===== src/rtl/ray_dispatch_pkg.sv =====
// Shared definitions for the ray dispatch front-end.
//   - Default coordinate widths. They follow the frame-buffer resolution
//     macros, so a resolution change in one place propagates here.
//   - Dispatch state enumeration used by the top-level controller.
`ifndef RD_FB_X_WIDTH
`define RD_FB_X_WIDTH 10
`endif
`ifndef RD_FB_Y_WIDTH
`define RD_FB_Y_WIDTH 9
`endif

package ray_dispatch_pkg;

    localparam int unsigned RD_X_WIDTH      = `RD_FB_X_WIDTH;
    localparam int unsigned RD_Y_WIDTH      = `RD_FB_Y_WIDTH;
    localparam int unsigned RD_MAX_INFLIGHT = 64;

    typedef enum logic [1:0] {
        ST_IDLE  = 2'd0,
        ST_ISSUE = 2'd1,
        ST_DRAIN = 2'd2,
        ST_DONE  = 2'd3
    } dispatch_state_e;

endpackage


===== src/rtl/ray_dispatch_scan.sv =====
// Raster x/y counter for the ray dispatcher.
// Walks x fastest, then y, and returns to (0,0) after the last pixel so the
// coordinate outputs rest at the origin between frames.
// Ports:
//   clk, resetn     clock and asynchronous active-low reset
//   load            clear the position to (0,0)
//   advance         step to the next pixel in raster order
//   width, height   frame dimensions (held stable by the caller)
//   pixel_x/y       current position (registered)
//   last_pixel      current position is the final pixel of the frame
module ray_dispatch_scan
    import ray_dispatch_pkg::*;
#(
    parameter int unsigned X_WIDTH = RD_X_WIDTH,
    parameter int unsigned Y_WIDTH = RD_Y_WIDTH
) (
    input  logic               clk,
    input  logic               resetn,
    input  logic               load,
    input  logic               advance,
    input  logic [X_WIDTH-1:0] width,
    input  logic [Y_WIDTH-1:0] height,
    output logic [X_WIDTH-1:0] pixel_x,
    output logic [Y_WIDTH-1:0] pixel_y,
    output logic               last_pixel
);

    logic [X_WIDTH-1:0] x_r;
    logic [X_WIDTH-1:0] x_next_s;
    logic [Y_WIDTH-1:0] y_r;
    logic [Y_WIDTH-1:0] y_next_s;
    logic               last_col_s;
    logic               last_row_s;

    // End-of-row / end-of-column decode against the frame dimensions.
    always_comb begin
        last_col_s = (x_r == (width  - X_WIDTH'(1)));
        last_row_s = (y_r == (height - Y_WIDTH'(1)));
    end

    // Next raster position: load wins, then advance with row/frame wrap.
    always_comb begin
        x_next_s = x_r;
        y_next_s = y_r;
        if (load) begin
            x_next_s = X_WIDTH'(0);
            y_next_s = Y_WIDTH'(0);
        end else if (advance) begin
            if (last_col_s) begin
                x_next_s = X_WIDTH'(0);
                if (last_row_s) begin
                    y_next_s = Y_WIDTH'(0);
                end else begin
                    y_next_s = y_r + Y_WIDTH'(1);
                end
            end else begin
                x_next_s = x_r + X_WIDTH'(1);
                y_next_s = y_r;
            end
        end else begin
            x_next_s = x_r;
            y_next_s = y_r;
        end
    end

    // Position registers.
    always_ff @(posedge clk or negedge resetn) begin
        if (!resetn) begin
            x_r <= X_WIDTH'(0);
            y_r <= Y_WIDTH'(0);
        end else begin
            x_r <= x_next_s;
            y_r <= y_next_s;
        end
    end

    assign pixel_x    = x_r;
    assign pixel_y    = y_r;
    assign last_pixel = last_col_s && last_row_s;

endmodule


===== src/rtl/ray_dispatch.sv =====
// Ray dispatch front-end: issues one primary-ray pixel per accepted cycle to
// the ray core's raster input, throttles on in-flight rays, and detects frame
// completion by counting shader-stage retirements.
// Ports:
//   clk, resetn                 clock and asynchronous active-low reset
//   start                       begin a frame (honoured only when idle)
//   frame_width, frame_height   frame size, sampled on an accepted start
//   fifo_full                   ray core input FIFO cannot take a pixel
//   add_input                   pixel_x/pixel_y valid and accepted this cycle
//   pixel_x, pixel_y            current raster position
//   ret_valid                   one pulse per retired primary ray
//   busy                        accepted start until frame_done
//   frame_done                  single-cycle completion pulse
//   issued_count/retired_count  per-frame ray counts, held after completion
//   ret_error                   sticky: retirement seen with nothing in flight
module ray_dispatch
    import ray_dispatch_pkg::*;
#(
    parameter int unsigned X_WIDTH      = RD_X_WIDTH,
    parameter int unsigned Y_WIDTH      = RD_Y_WIDTH,
    parameter int unsigned MAX_INFLIGHT = RD_MAX_INFLIGHT,
    parameter int unsigned CNT_WIDTH    = X_WIDTH + Y_WIDTH
) (
    input  logic                 clk,
    input  logic                 resetn,
    input  logic                 start,
    input  logic [X_WIDTH-1:0]   frame_width,
    input  logic [Y_WIDTH-1:0]   frame_height,
    input  logic                 fifo_full,
    output logic                 add_input,
    output logic [X_WIDTH-1:0]   pixel_x,
    output logic [Y_WIDTH-1:0]   pixel_y,
    input  logic                 ret_valid,
    output logic                 busy,
    output logic                 frame_done,
    output logic [CNT_WIDTH-1:0] issued_count,
    output logic [CNT_WIDTH-1:0] retired_count,
    output logic                 ret_error
);

    // Counter must represent 0..MAX_INFLIGHT inclusive.
    localparam int unsigned          IF_WIDTH       = $clog2(MAX_INFLIGHT + 1);
    localparam logic [IF_WIDTH-1:0]  INFLIGHT_LIMIT = IF_WIDTH'(MAX_INFLIGHT);

    dispatch_state_e      state_r;
    dispatch_state_e      state_next_s;
    logic [X_WIDTH-1:0]   width_r;
    logic [Y_WIDTH-1:0]   height_r;
    logic [CNT_WIDTH-1:0] issued_r;
    logic [CNT_WIDTH-1:0] retired_r;
    logic [IF_WIDTH-1:0]  inflight_r;
    logic                 busy_r;
    logic                 frame_done_r;
    logic                 ret_error_r;

    logic                 start_ok_s;
    logic                 dims_zero_s;
    logic                 add_input_s;
    logic                 ret_accept_s;
    logic                 ret_stray_s;
    logic                 last_pixel_s;

    // Handshake and retirement qualification. add_input is the only
    // combinational output: it must see fifo_full in the same cycle.
    always_comb begin
        start_ok_s   = (state_r == ST_IDLE) && start;
        dims_zero_s  = (frame_width == X_WIDTH'(0)) || (frame_height == Y_WIDTH'(0));
        add_input_s  = (state_r == ST_ISSUE) && !fifo_full && (inflight_r < INFLIGHT_LIMIT);
        ret_accept_s = ret_valid && (inflight_r != IF_WIDTH'(0));
        ret_stray_s  = ret_valid && (inflight_r == IF_WIDTH'(0));
    end

    // Frame walk over the latched dimensions.
    ray_dispatch_scan #(
        .X_WIDTH (X_WIDTH),
        .Y_WIDTH (Y_WIDTH)
    ) u_scan (
        .clk        (clk),
        .resetn     (resetn),
        .load       (start_ok_s),
        .advance    (add_input_s),
        .width      (width_r),
        .height     (height_r),
        .pixel_x    (pixel_x),
        .pixel_y    (pixel_y),
        .last_pixel (last_pixel_s)
    );

    // Dispatch FSM next-state logic.
    always_comb begin
        state_next_s = state_r;
        case (state_r)
            ST_IDLE: begin
                if (start) begin
                    state_next_s = dims_zero_s ? ST_DONE : ST_ISSUE;
                end else begin
                    state_next_s = ST_IDLE;
                end
            end
            ST_ISSUE: begin
                if (add_input_s && last_pixel_s) begin
                    state_next_s = ST_DRAIN;
                end else begin
                    state_next_s = ST_ISSUE;
                end
            end
            ST_DRAIN: begin
                if (retired_r == issued_r) begin
                    state_next_s = ST_DONE;
                end else begin
                    state_next_s = ST_DRAIN;
                end
            end
            ST_DONE: begin
                state_next_s = ST_IDLE;
            end
            default: begin
                state_next_s = ST_IDLE;
            end
        endcase
    end

    // Dispatch FSM state register.
    always_ff @(posedge clk or negedge resetn) begin
        if (!resetn) begin
            state_r <= ST_IDLE;
        end else begin
            state_r <= state_next_s;
        end
    end

    // Frame dimensions, captured only on an accepted start.
    always_ff @(posedge clk or negedge resetn) begin
        if (!resetn) begin
            width_r  <= X_WIDTH'(0);
            height_r <= Y_WIDTH'(0);
        end else if (start_ok_s) begin
            width_r  <= frame_width;
            height_r <= frame_height;
        end else begin
            width_r  <= width_r;
            height_r <= height_r;
        end
    end

    // Per-frame issue count.
    always_ff @(posedge clk or negedge resetn) begin
        if (!resetn) begin
            issued_r <= CNT_WIDTH'(0);
        end else if (start_ok_s) begin
            issued_r <= CNT_WIDTH'(0);
        end else if (add_input_s) begin
            issued_r <= issued_r + CNT_WIDTH'(1);
        end else begin
            issued_r <= issued_r;
        end
    end

    // Per-frame retire count; stray retirements are not counted.
    always_ff @(posedge clk or negedge resetn) begin
        if (!resetn) begin
            retired_r <= CNT_WIDTH'(0);
        end else if (start_ok_s) begin
            retired_r <= CNT_WIDTH'(0);
        end else if (ret_accept_s) begin
            retired_r <= retired_r + CNT_WIDTH'(1);
        end else begin
            retired_r <= retired_r;
        end
    end

    // In-flight tracker; a same-cycle issue and retire cancel out.
    always_ff @(posedge clk or negedge resetn) begin
        if (!resetn) begin
            inflight_r <= IF_WIDTH'(0);
        end else begin
            case ({add_input_s, ret_accept_s})
                2'b10:   inflight_r <= inflight_r + IF_WIDTH'(1);
                2'b01:   inflight_r <= inflight_r - IF_WIDTH'(1);
                default: inflight_r <= inflight_r;
            endcase
        end
    end

    // Busy spans accepted start through the DONE cycle; frame_done marks
    // the single DONE cycle.
    always_ff @(posedge clk or negedge resetn) begin
        if (!resetn) begin
            busy_r       <= 1'b0;
            frame_done_r <= 1'b0;
        end else begin
            frame_done_r <= (state_next_s == ST_DONE);
            if (start_ok_s) begin
                busy_r <= 1'b1;
            end else if (state_r == ST_DONE) begin
                busy_r <= 1'b0;
            end else begin
                busy_r <= busy_r;
            end
        end
    end

    // Sticky error for retirements that have no matching in-flight ray.
    always_ff @(posedge clk or negedge resetn) begin
        if (!resetn) begin
            ret_error_r <= 1'b0;
        end else if (ret_stray_s) begin
            ret_error_r <= 1'b1;
        end else begin
            ret_error_r <= ret_error_r;
        end
    end

    assign add_input     = add_input_s;
    assign busy          = busy_r;
    assign frame_done    = frame_done_r;
    assign issued_count  = issued_r;
    assign retired_count = retired_r;
    assign ret_error     = ret_error_r;

endmodule


===== config.mk =====
export PLATFORM = sky130hd
export DESIGN_NAME = ray_dispatch
export DESIGN_NICKNAME = d
export VERILOG_FILES = /design/src/rtl/ray_dispatch_pkg.sv /design/src/rtl/ray_dispatch_scan.sv /design/src/rtl/ray_dispatch.sv
export SDC_FILE = /design/constraint.sdc
export NUM_CORES = 1
export LEC_CHECK = 0
export ABC_AREA = 1
export CORE_MARGIN = 1.5
export CORE_UTILIZATION = 49
export DETAILED_ROUTE_END_ITERATION = 10
export PLACE_DENSITY_LB_ADDON = 0.3
export SLEW_MARGIN = 25
export SYNTH_ARGS = -nofsm -noshare
export SYNTH_HDL_FRONTEND = slang
export SYNTH_SLANG_ARGS = --single-unit

===== constraint.sdc =====
create_clock -name clk -period 2.35 [get_ports clk]
set_input_delay 0.47 -clock clk [delete_from_list [all_inputs] [get_ports clk]]
set_output_delay 0.47 -clock clk [all_outputs]
set_load 0.01 [all_outputs]

# ---- Word-level counts from Yosys, hierarchy flattened
# Cells that the tools add are included.
dict set report word_totals {
  rom_bits 0
  n_memories 0
  in_bits 24
  mem_bits_rw 0
  latch_bits 0
  word_cells 68
  ff_bits 88
}
dict set report classes {
  n_bitwise 0
  reduce_logical 20
  div 0
  n_shift 0
  eq_ne 9
  magnitude_cmp 1
  n_mux 19
  addsub 8
  mul 0
}
# operator count
set ops {}
lappend ops {{2-to-1 mux 19 bit} 4}
lappend ops {{adder 19 x 1 -> 19 bit (second input constant)} 2}
lappend ops {{2-to-1 mux 9 bit} 4}
lappend ops {{2-to-1 mux 10 bit} 3}
lappend ops {{== test 19 bit} 1}
lappend ops {{one-hot mux 7 bit (2 select lines)} 1}
lappend ops {{adder 10 x 1 -> 10 bit (second input constant)} 1}
lappend ops {{== test 10 bit} 1}
lappend ops {{logical NOT 10 bit} 1}
lappend ops {{nonzero test 2 bit} 5}
lappend ops {{subtractor 10 x 1 -> 10 bit (second input constant)} 1}
lappend ops {{adder 9 x 1 -> 9 bit (second input constant)} 1}
lappend ops {{== test 9 bit} 1}
lappend ops {{logical NOT 9 bit} 1}
lappend ops {{subtractor 9 x 1 -> 9 bit (second input constant)} 1}
lappend ops {{== test 2 bit (second input constant)} 4}
lappend ops {{one-hot mux 2 bit (4 select lines)} 1}
lappend ops {{adder 7 x 1 -> 7 bit (second input constant)} 1}
lappend ops {{logical AND 1 bit} 7}
lappend ops {{logical NOT 7 bit} 1}
lappend ops {{< comparator 7 bit (second input constant)} 1}
lappend ops {{nonzero test 7 bit} 1}
lappend ops {{subtractor 7 x 1 -> 7 bit (second input constant)} 1}
lappend ops {{2-to-1 mux 2 bit} 3}
lappend ops {{6 further kinds} 9}

# ---- Logic depth before layout (Yosys ltp)
dict set report logic_depth {
  ltp_word 7
  depth_mapped 16
  depth_no_buf 16
}

# ---- Cells and area by module
# From an unflattened synthesis, not the netlist that was laid out.
dict set report unflattened {
  cells_unflattened 912
  hier_area_um2 6059.6
}
# mod cells_per_inst n_inst seq_area_each_um2 area_per_inst_um2
set modules_own_cells {}
lappend modules_own_cells {ray_dispatch 603 1 1726.7 4185.3}
lappend modules_own_cells {ray_dispatch_scan 309 1 475.5 1874.3}

# ---- Worst setup path before layout
# OpenSTA, ideal clock, no wires.
dict set report synth_path {
  path_type {flip-flop to flip-flop}
  from {register inflight_r[0]}
  to {register inflight_r[6]}
  n_path_buf 0
  required_time_ps 2224
  synth_period_minus_slack_ps 2444
  slack_ps -94
  setup_time_ps 126
  arrival_time_ps 2318
  path_stages_with_launch 15
  cell_sequence {dfrtp_1 inv_2 nand4_1 o21ai_2 inv_1 ha_1 ha_1 inv_1 o31ai_1 nand2_1 nand2_1 a21oi_1 xor2_1 nand2_1 o21ai_0}
}
dict set report synth_between {
  elab_chain_len 4
  elab_cells_between_ends 10
}
# item line
set synth_lines {}
lappend synth_lines {{start, declared} ray_dispatch.sv:51} ;# logic [IF_WIDTH-1:0] inflight_r;
lappend synth_lines {{start signal, assigned} ray_dispatch.sv:178} ;# 2'b10: inflight_r <= inflight_r + IF_WIDTH'(1);
lappend synth_lines {{start signal, assigned} ray_dispatch.sv:179} ;# 2'b01: inflight_r <= inflight_r - IF_WIDTH'(1);
lappend synth_lines {{start signal, assigned} ray_dispatch.sv:180} ;# default: inflight_r <= inflight_r;
lappend synth_lines {{< comparator 7 bit / nonzero test 7 bit (equally long branches)} {ray_dispatch.sv:68, ray_dispatch.sv:69}}
lappend synth_lines {{logical AND 1 bit (on tied branches)} {ray_dispatch.sv:68, ray_dispatch.sv:69}}
lappend synth_lines {{== test 2 x 1 -> 1 bit / == test 2 bit (equally long branches)} ray_dispatch.sv:177} ;# case ({add_input_s, ret_accept_s})
lappend synth_lines {{one-hot mux 7 bit (2 select lines) / nonzero test 2 bit (equally long branches)} -}
# Parallel ways exist; a longest one is shown, timed or not.
# A chain may end at the register's enable or synchronous reset.

# ---- Final worst setup path
dict set report layout_path {
  from {register inflight_r[6]}
  to {register inflight_r[6]}
}
# Same word-level chain as after synthesis.

==> impl_metrics.json <==
{
  "outcome": "complete, but fails checks",
  "failed_checks": "setup timing",
  "vias_per_cell": 5.42,
  "fin_skew_ns": 0.00846,
  "ys_top_cells_by_area": "dfrtp_1 40%, nand2_1 12%, inv_1 6.7%",
  "grt_first_pass_wirelength_microns": 24600,
  "dr.pass1.iters": 5,
  "dpl-instance-area_sq_um": 6630,
  "setup_violations": 1,
  "fin_area_sq_um": 6970,
  "period_needed_ns": 2.37,
  "drive_gt1_share_pct": 12.4,
  "relSlewSlack_pct": 67.2,
  "async_flop_share_pct": 100,
  "max_freq_ghz": 0.421,
  "synth_ff_type": "dfrtp_1",
  "slew_violations": 0,
  "hold_path_class": "primary input to asynchronous set/reset pin",
  "nets": 878,
  "grt_max_degree": 56,
  "fin_crit_sh_pct": 101,
  "coreArea_sq_um": 10800,
  "htree_levels": 3,
  "crit_start": "inflight_r[6]",
  "antenna_cells": 0,
  "ys_ff_latch": 88,
  "holdBufCountCts": 0,
  "rsz0062_at_grt": "true",
  "cts_buffers": 9,
  "synth_edf_count": 0,
  "path_clk_slew_ns": 0.10,
  "drc": 0,
  "syn_to_final_growth_pct": 27.5,
  "grt_usage_pct": 26.5,
  "grt_pass1_vias": 5233,
  "synth_top_area_share_pct": 40.3,
  "pre_cts_slack_ns": -0.416,
  "ys_warn_count": 0,
  "fp-row-count": 38,
  "drtIter0Drc": 317,
  "num_vias": 5346,
  "die_w_microns": 109,
  "rrSetupSlack_ns": -0.02,
  "cts_max_path_buffers": 2,
  "worst_r2r_path_depth": 15,
  "end_kind": "flop",
  "placed_cells": 966,
  "hold_viol": 0,
  "maxCapViolations": 0,
  "tritoncts": "yes",
  "r2r-start": "inflight_r[6]",
  "arrival_ns": 2.68,
  "start_util_pct": 50.4,
  "worstMarginPinSlew_ns": 0.492,
  "syn_avg_cell_area_sq_um": 7.50,
  "synth_cells": 729,
  "crit_path_max_fanout": 3,
  "clock_sinks": 88,
  "start_kind": "flop",
  "seq_area_frac_synth_pct": 40.3,
  "syn_area_sq_um": 5460,
  "syn_nets": 766,
  "antenna_left": 0,
  "cellPowerDensity_nw_per_um2": 866,
  "wl_per_cell_microns": 14.9,
  "cts_root_buf": "clkbuf_8",
  "final.setup.tns_ns": -0.0245,
  "ys_types": 44,
  "yosys.area.top_type": "dfrtp_1",
  "ir_worst_vdd_mv": 0.478,
  "clock_latency_ns": 0.38,
  "dp_hpwl_microns": 10800,
  "worstPathRequired_ns": 2.66,
  "routabilityCongestion": 0.953,
  "final.setup.worst_slack_ns": -0.0245,
  "design.die.area_sq_um": 11800,
  "drt_wl_total_microns": 14700,
  "timing.setup.critical_path_class": "flop to flop",
  "die_h_microns": 109,
  "io_pins": 85,
  "fin_cells": 986,
  "antenna_found_initial": 0,
  "power_leakage_nw": 3.22,
  "io_buffer_count": 84,
  "grt_overflow": 0
}
registers in the layout, indices dropped and copies added (netlist names):
name            cells
ret_error           1
state_r             2
issued_count       19
height_r            9
busy                1
retired_count      19
inflight_r          7
width_r            10
u_scan.pixel_y      9
frame_done          1
u_scan.pixel_x     10
metrics by stage:
step	hold slack (ns)	util, %	power [mW]
after floorplan	0.174	-	3.52
after global placement	0.440	61.1	4.59
after detailed placement	0.462	61.1	4.67
after CTS	0.0599	63.5	5.87
after global routing	0.0689	64.3	6.45
final	0.0455	64.3	6.03
cell families (layout without fill, tap and decap cells):
logic type	count (synthesis)	in the layout	share of synthesized area, %
and+or+nand+nor	354	354	30.4
buffers and inverters	116	233	8.15
xor gates and xnor gates	35	35	5.61
DFF	88	88	40.3
AOI/OAI and AO/OA	123	123	12.4
adders and majority gates	13	13	3.11
worst max-delay path: stages, from the launching register on:
cell,delay [ns]
dfrtp_1,0.41
inv_2,0.07
nand4_1,0.16
o21ai_4,0.20
inv_2,0.07
ha_4,0.17
buf_6,0.13
ha_4,0.26
a21oi_4,0.15
o31ai_4,0.08
nand2_1,0.09
nand2_1,0.07
a21oi_2,0.12
xor2_1,0.17
nand2_1,0.06
o21ai_1,0.08
path summary, 6_finish.rpt:
path / end
min reg2reg: ret_error
max in group asynchronous: retired_count[7]
max reg2reg: inflight_r[6]
max: inflight_r[6]
min in group clk: ret_error
min: u_scan.pixel_x[1]
synthesized netlist by cell type (3+ instances only):
cell type  number
nand2_1       172
inv_1          97
dfrtp_1        88
o21ai_0        59
nor2_1         56
nand3_1        45
a21oi_1        24
xor2_1         23
nand4_1        17
nor3_1         16
o22ai_1        15
ha_1           12
xnor2_1        12
o21ai_1        10
clkbuf_1        8
nor2_2          8
nor4_1          8
inv_2           7
nor2_4          6
nand2_2         5
nand3_2         5
nand3b_1        4
a211oi_1        3
o21ai_2         3
per-layer routing:
layer  vias to the layer above  part of all wire [%]  wire [microns]  track usage [%]
li1                       2623                     -               -                -
met1                      2519                    44            6450             34.7
met2                       184                    48            7090             44.7
met3                        20                   6.3             921             4.64
met4                         0                   1.6             234             8.18
met5                         -                     0               0                0
timing repair:
item                                    in CTS  in global routing
resized for setup                            8                 16
buffers inserted                             2                  2
endpoints found under the setup margin       3                  4
pin swaps                                    4                 12
area by class of cell:
cell class / count / area [sq um]
Fill cell: 907 / 3870
Timing Repair Buffer: 112 / 1060
Clock inverter: 6 / 68.8
Multi-Input combinational cell: 525 / 2920
Sequential cell: 88 / 2200
Clock buffer: 10 / 138
Tap cell: 140 / 175
Inverter: 105 / 397
report_power, final:
| part | switching, mW | internal [mW] | total [mW] | leakage [nW] |
|---|---|---|---|---|
| Sequential | 0.462 | 1.81 | 2.28 | 1.05 |
| Combinational | 1.36 | 1.29 | 2.65 | 2.08 |
| Clock | 0.588 | 0.522 | 1.11 | 0.0907 |
cell usage in the layout, fill, tap and decap left out, types with 4 or more instances in the layout:
cell type	n
nand4_1	17
o21ai_1	11
nor2_1	52
nor4_1	8
inv_2	10
nand2_2	6
dfrtp_1	88
o22ai_1	15
nand2_1	171
nand3b_1	4
nor2_2	12
clkdlybuf4s50_1	82
ha_1	8
nand3_1	45
inv_1	93
buf_4	27
nor2_4	6
nand3_2	5
ha_4	4
o21ai_0	57
xnor2_1	12
clkbuf_8	10
xor2_1	23
nor3_1	16
clkinvlp_4	4
a21oi_1	21
Note: power is estimated with default switching activity, not from simulation.
